--- src/rtl/ysyx_24080014_npc_unit.sv ---
// Next-PC unit: owns the architectural PC and issues fetch requests over valid/ready.
// It selects the next PC on each EXU commit and also provides misalignment traps, halt and instret.
module ysyx_24080014_npc_unit #(
   parameter int               XLEN       = 32,
   parameter logic [XLEN-1:0]  RESET_PC   = 32'h8000_0000,
   parameter int               ILEN_BYTES = 4,
   parameter int               ALIGN_BITS = 2,
   parameter int               CNT_W      = 64
) (
   input  logic              clk,
   input  logic              rst_n,
   output logic [XLEN-1:0]   pc,
   output logic              pc_valid,
   input  logic              pc_ready,
   input  logic              commit_valid,
   input  logic              commit_halt,
   input  logic [1:0]        csrs_ctl,
   input  logic [XLEN-1:0]   csr_next_pc,
   input  logic [1:0]        npc_ctr,
   input  logic [XLEN-1:0]   alu_out,
   input  logic [XLEN-1:0]   mtvec,
   output logic              misalign_valid,
   output logic [XLEN-1:0]   misalign_addr,
   output logic              halted,
   output logic [CNT_W-1:0]  instret
);

   localparam logic [XLEN-1:0] ALIGN_MASK = XLEN'((64'd1 << ALIGN_BITS) - 64'd1);
   localparam logic [XLEN-1:0] LSB_CLR    = ~XLEN'(1);

   typedef enum logic [1:0] {S_IDLE, S_FETCH, S_EXEC, S_HALT} state_t;

   state_t             r_state;
   logic               r_boot;
   logic [XLEN-1:0]    r_pc;
   logic               r_pc_valid;
   logic               r_misalign_valid;
   logic [XLEN-1:0]    r_misalign_addr;
   logic               r_halted;
   logic [CNT_W-1:0]   r_instret;

   logic [XLEN-1:0]    w_seq;
   logic [XLEN-1:0]    w_tgt;
   logic               w_chk;
   logic               w_misalign;

   // CSR redirects bypass the alignment check; only jump targets are checked.
   always_comb begin
      w_seq = r_pc + XLEN'(ILEN_BYTES);
      w_tgt = w_seq;
      w_chk = 1'b0;
      if (csrs_ctl != 2'b00) begin
         w_tgt = csr_next_pc;
      end else begin
         case (npc_ctr)
            2'b01: begin
               w_tgt = alu_out & LSB_CLR;
               w_chk = 1'b1;
            end
            2'b10: w_tgt = w_seq;
            default: begin
               w_tgt = alu_out;
               w_chk = 1'b1;
            end
         endcase
      end
      w_misalign = w_chk && ((w_tgt & ALIGN_MASK) != '0);
   end

   always_ff @(posedge clk or negedge rst_n) begin
      if (!rst_n) begin
         r_state          <= S_IDLE;
         r_boot           <= 1'b0;
         r_pc             <= RESET_PC;
         r_pc_valid       <= 1'b0;
         r_misalign_valid <= 1'b0;
         r_misalign_addr  <= '0;
         r_halted         <= 1'b0;
         r_instret        <= '0;
      end else begin
         r_misalign_valid <= 1'b0;
         case (r_state)
            // One full idle cycle after release before the first request.
            S_IDLE: begin
               if (r_boot) begin
                  r_state    <= S_FETCH;
                  r_pc_valid <= 1'b1;
               end else begin
                  r_boot <= 1'b1;
               end
            end
            S_FETCH: begin
               if (pc_ready) begin
                  r_state    <= S_EXEC;
                  r_pc_valid <= 1'b0;
               end
            end
            S_EXEC: begin
               if (commit_valid) begin
                  r_instret <= r_instret + CNT_W'(1);
                  if (w_misalign) begin
                     r_pc             <= mtvec;
                     r_misalign_valid <= 1'b1;
                     r_misalign_addr  <= w_tgt;
                  end else begin
                     r_pc <= w_tgt;
                  end
                  if (commit_halt) begin
                     r_state  <= S_HALT;
                     r_halted <= 1'b1;
                  end else begin
                     r_state    <= S_FETCH;
                     r_pc_valid <= 1'b1;
                  end
               end
            end
            default: begin
            end
         endcase
      end
   end

   assign pc             = r_pc;
   assign pc_valid       = r_pc_valid;
   assign misalign_valid = r_misalign_valid;
   assign misalign_addr  = r_misalign_addr;
   assign halted         = r_halted;
   assign instret        = r_instret;

endmodule

--- config.mk ---
export PLATFORM = sky130hd
export DESIGN_NAME = ysyx_24080014_npc_unit
export DESIGN_NICKNAME = d
export VERILOG_FILES = /design/src/rtl/ysyx_24080014_npc_unit.sv
export SDC_FILE = /design/constraint.sdc
export NUM_CORES = 1
export LEC_CHECK = 0
export CORE_MARGIN = 4
export CORE_UTILIZATION = 45
export DETAILED_ROUTE_END_ITERATION = 16
export DONT_BUFFER_PORTS = 1
export PLACE_DENSITY = 0.64
export SYNTH_ARGS = -nofsm -noshare
export SYNTH_HDL_FRONTEND = slang
export SYNTH_SLANG_ARGS = --single-unit
--- constraint.sdc ---
create_clock -name clk -period 6.82 [get_ports clk]
set_input_delay 1.023 -clock clk [delete_from_list [all_inputs] [get_ports clk]]
set_output_delay 1.023 -clock clk [all_outputs]
set_load 0.005 [all_outputs]
==> results.json <==
{
  "die_w_um": 132.2,
  "max_freq_mhz": 276.6,
  "met3_usage_pct": 9.924,
  "crit_required_ns": 7.07,
  "cts.sinks": 134,
  "clkSlewWorstSetupHoldPaths_ns": 0.06,
  "period_minus_slack_ns": 3.615,
  "remaining_drc_errors": 0,
  "cts_setup_buffers": 0,
  "synthArstFlopShare_pct": 100.0,
  "reg2reg_slack_ns": 3.45,
  "slew_headroom_pct": 26.61,
  "cts_buffers": 17,
  "synthToLayoutAreaGrowth_pct": 10.97,
  "fin_util_pct": 50.82,
  "ys_top_cells_by_count": "133 x dfrtp_1, 87 x nand2_1, 60 x nor2_1, 59 x o21ai_0, 59 x xnor2_1",
  "path_buf_inv": 2,
  "grt.overflow.total": 0,
  "die-area_mm2": 0.01746,
  "h-tree-depth": 4,
  "cp.depth": 9,
  "first_global_vias": 5625,
  "timing.rr.end": "misalign_addr[22]$_DFFE_PN0P_",
  "slowest_stage": "nand2_1",
  "setup_tns_ns": 0,
  "r2r_start": "r_state[0]$_DFFE_PN0P_",
  "rows": 45,
  "port-buffer-count": 0,
  "synth_cell_types": 48,
  "drive_gt1_share_pct": 7.859,
  "ys_ff_latch": 134,
  "synth_warnings": 0,
  "power.density_mw_per_mm2": 345.3,
  "grt_pass1_wl_um": 31610,
  "cts_buffer_depth": 2,
  "worstMarginPinSlew_ns": 1.101,
  "synth_nets": 852,
  "synth_most_common_cell": "dfrtp_1",
  "endpoint": "misalign_addr[22]$_DFFE_PN0P_",
  "antenna_left": 0,
  "setup_viol_count_final": 0,
  "maxCapViolations": 0,
  "power.leakage_uw": 0.003356,
  "num_io_pins": 236,
  "synth_cells": 739,
  "synth_area_leaders": "dfrtp_1 48%, xnor2_1 7.4%, nand2_1 4.7%",
  "start_util_pct": 45.80,
  "core_mm2": 0.01515,
  "gp_congestion": 0.8943,
  "finalWirelength_um": 19760,
  "reg2reg_depth": 8,
  "syn_area_mm2": 0.006937,
  "crit_path_start": "npc_ctr[0]",
  "rsz0062_at_grt": "false",
  "fin_skew_ns": 0.01015,
  "synth_edf_count": 0,
  "insertion_delay_ns": 0.42,
  "grt.busiest_layer": "met2",
  "grt_usage_pct": 22.68,
  "yosys.area.top_type_share_pct": 47.98,
  "grtUsageMet2_pct": 37.60,
  "dr.pass1.iters": 5,
  "cp-end-kind": "register",
  "grt_max_degree": 135,
  "cp_slowest_stage_delay_ns": 0.77,
  "hold_viol_final": 0,
  "cts_tree": "yes",
  "synth.avg_cell_area_um2": 9.387,
  "yosysTopAreaCell": "dfrtp_1",
  "maxSlewViolCount": 0,
  "antenna_found_initial": 3,
  "min_path_type": "in2async",
  "drtIter0Drc": 368,
  "total_power_uw": 2658,
  "start_kind": "input port",
  "via_per_inst": 6.070,
  "hold_buffers": 0,
  "synth_flop_cell": "dfrtp_1",
  "num_vias": 5633,
  "grt.met1_usage_pct": 25.95,
  "cts_resized": 0,
  "fp.dieH_um": 132.2,
  "period_share_pct": 53.00,
  "crit_chain": "inv_1 > ha_1 > or2_2 > nand2_1 > a211oi_2 > nand2_1 > inv_1 > nor2_1 > a21oi_1",
  "irDropWorstVdd_v": 0.0001803,
  "avgRoutedWirePerCell_um": 21.29,
  "worstPathMaxFanout": 34,
  "arrival_ns": 3.87,
  "crit_family": "simple AND/OR/NAND/NOR gates",
  "ys_seq_area_share_pct": 48.36,
  "status": "completed",
  "dp.final_hpwl_um": 14380,
  "crit_type": "in2reg",
  "cts_root_buf": "clkbuf_16",
  "nets": 839
}
layout make-up:
type | instances | area, um^2
antenna | 2 | 5.005
clock buffer | 18 | 429.2
clock inverter | 13 | 205.2
fill | 1406 | 7448
inverter | 12 | 45.04
multi-input combinational | 557 | 3393
sequential | 134 | 3354
tap | 188 | 235.2
timing repair buffer | 4 | 30.03
power breakdown:
| group | internal (uW) | total [uW] | switching, uW | leakage, uW |
|---|---|---|---|---|
| logic | 188 | 406 | 218 | 0.00129 |
| registers | 976 | 1260 | 284 | 0.00176 |
| clock network | 646 | 991 | 346 | 0.000302 |
logic make-up after synthesis:
| kind of cell | Yosys count | synth area share [%] |
|---|---|---|
| AO/OA/AOI/OAI | 148 | 12.72 |
| XOR/XNOR | 91 | 11.49 |
| adder cells (fa/ha/maj) | 8 | 1.443 |
| buffers and inverters | 48 | 2.724 |
| flip-flops | 134 | 48.36 |
| multiplexers | 3 | 0.4690 |
| AND/OR/NAND/NOR | 307 | 22.80 |
through the flow:
| stage | instances | setup slack [ns] | cell area (um^2) | hold WS [ns] |
|---|---|---|---|---|
| 2_1_floorplan | 739 | 3.984 | 6937 | 0.4375 |
| 3_5_place_dp | 895 | 2.781 | 7058 | 0.4565 |
| 3_3_place_gp | 895 | 3.016 | 7058 | 0.4535 |
| 4_1_cts | 926 | 3.233 | 7692 | 0.2835 |
| 6_report | 928 | 3.205 | 7697 | 0.3054 |
| 5_1_grt | 928 | 2.888 | 7697 | 0.2797 |
worst min-delay path by stage:
stage / slack, ns / end / start / depth (start not counted)
floorplan: 0.44 / r_boot$_DFFE_PN0N_ / r_boot$_DFFE_PN0N_ / 1
global placement: 0.45 / r_boot$_DFFE_PN0N_ / r_boot$_DFFE_PN0N_ / 1
detailed placement: 0.46 / r_boot$_DFFE_PN0N_ / r_boot$_DFFE_PN0N_ / 1
CTS: 0.28 / instret[44]$_DFFE_PN0P_ / rst_n / 0
global route: 0.28 / instret[63]$_DFFE_PN0P_ / rst_n / 0
finish: 0.31 / misalign_addr[4]$_DFFE_PN0P_ / rst_n / 0
cells in the final DEF, fill, tap and decap left out, types with 3 or more instances in the layout:
cell type   count
ha_1            8
nor3_1         23
clkinvlp_4      3
nand2_1        87
a221o_1         4
xnor2_1        59
bufinv_16       5
o21ai_0        59
a22oi_1        17
a222oi_1        3
a22o_1          3
o221ai_1        3
dfrtp_1       133
buf_4           4
nor3_2          3
nand2b_1        4
o211ai_1        6
nor4_1          3
and3_1         15
a21oi_1        43
inv_1          12
xor2_1         32
and4_1          7
nand3_1        48
and2_1          8
clkbuf_16      17
nor2_1         60
clkinv_2        3
or2_2           5
nand4_1        30
state kept, by name, summed over array words and instances (netlist names):
signal / count
r_state: 2
misalign_addr: 32
r_boot: 1
pc: 32
instret: 64
halted: 1
misalign_valid: 1
pc_valid: 1
routing by layer:
layer	wire length (um)	vias up	part of all wire, %
met5	12	-	0.061
met4	443	2	2.2
met3	2158	38	11
met2	9682	267	49
met1	7462	2748	38
li1	-	2578	-
Note: power is estimated with default switching activity, not from simulation.
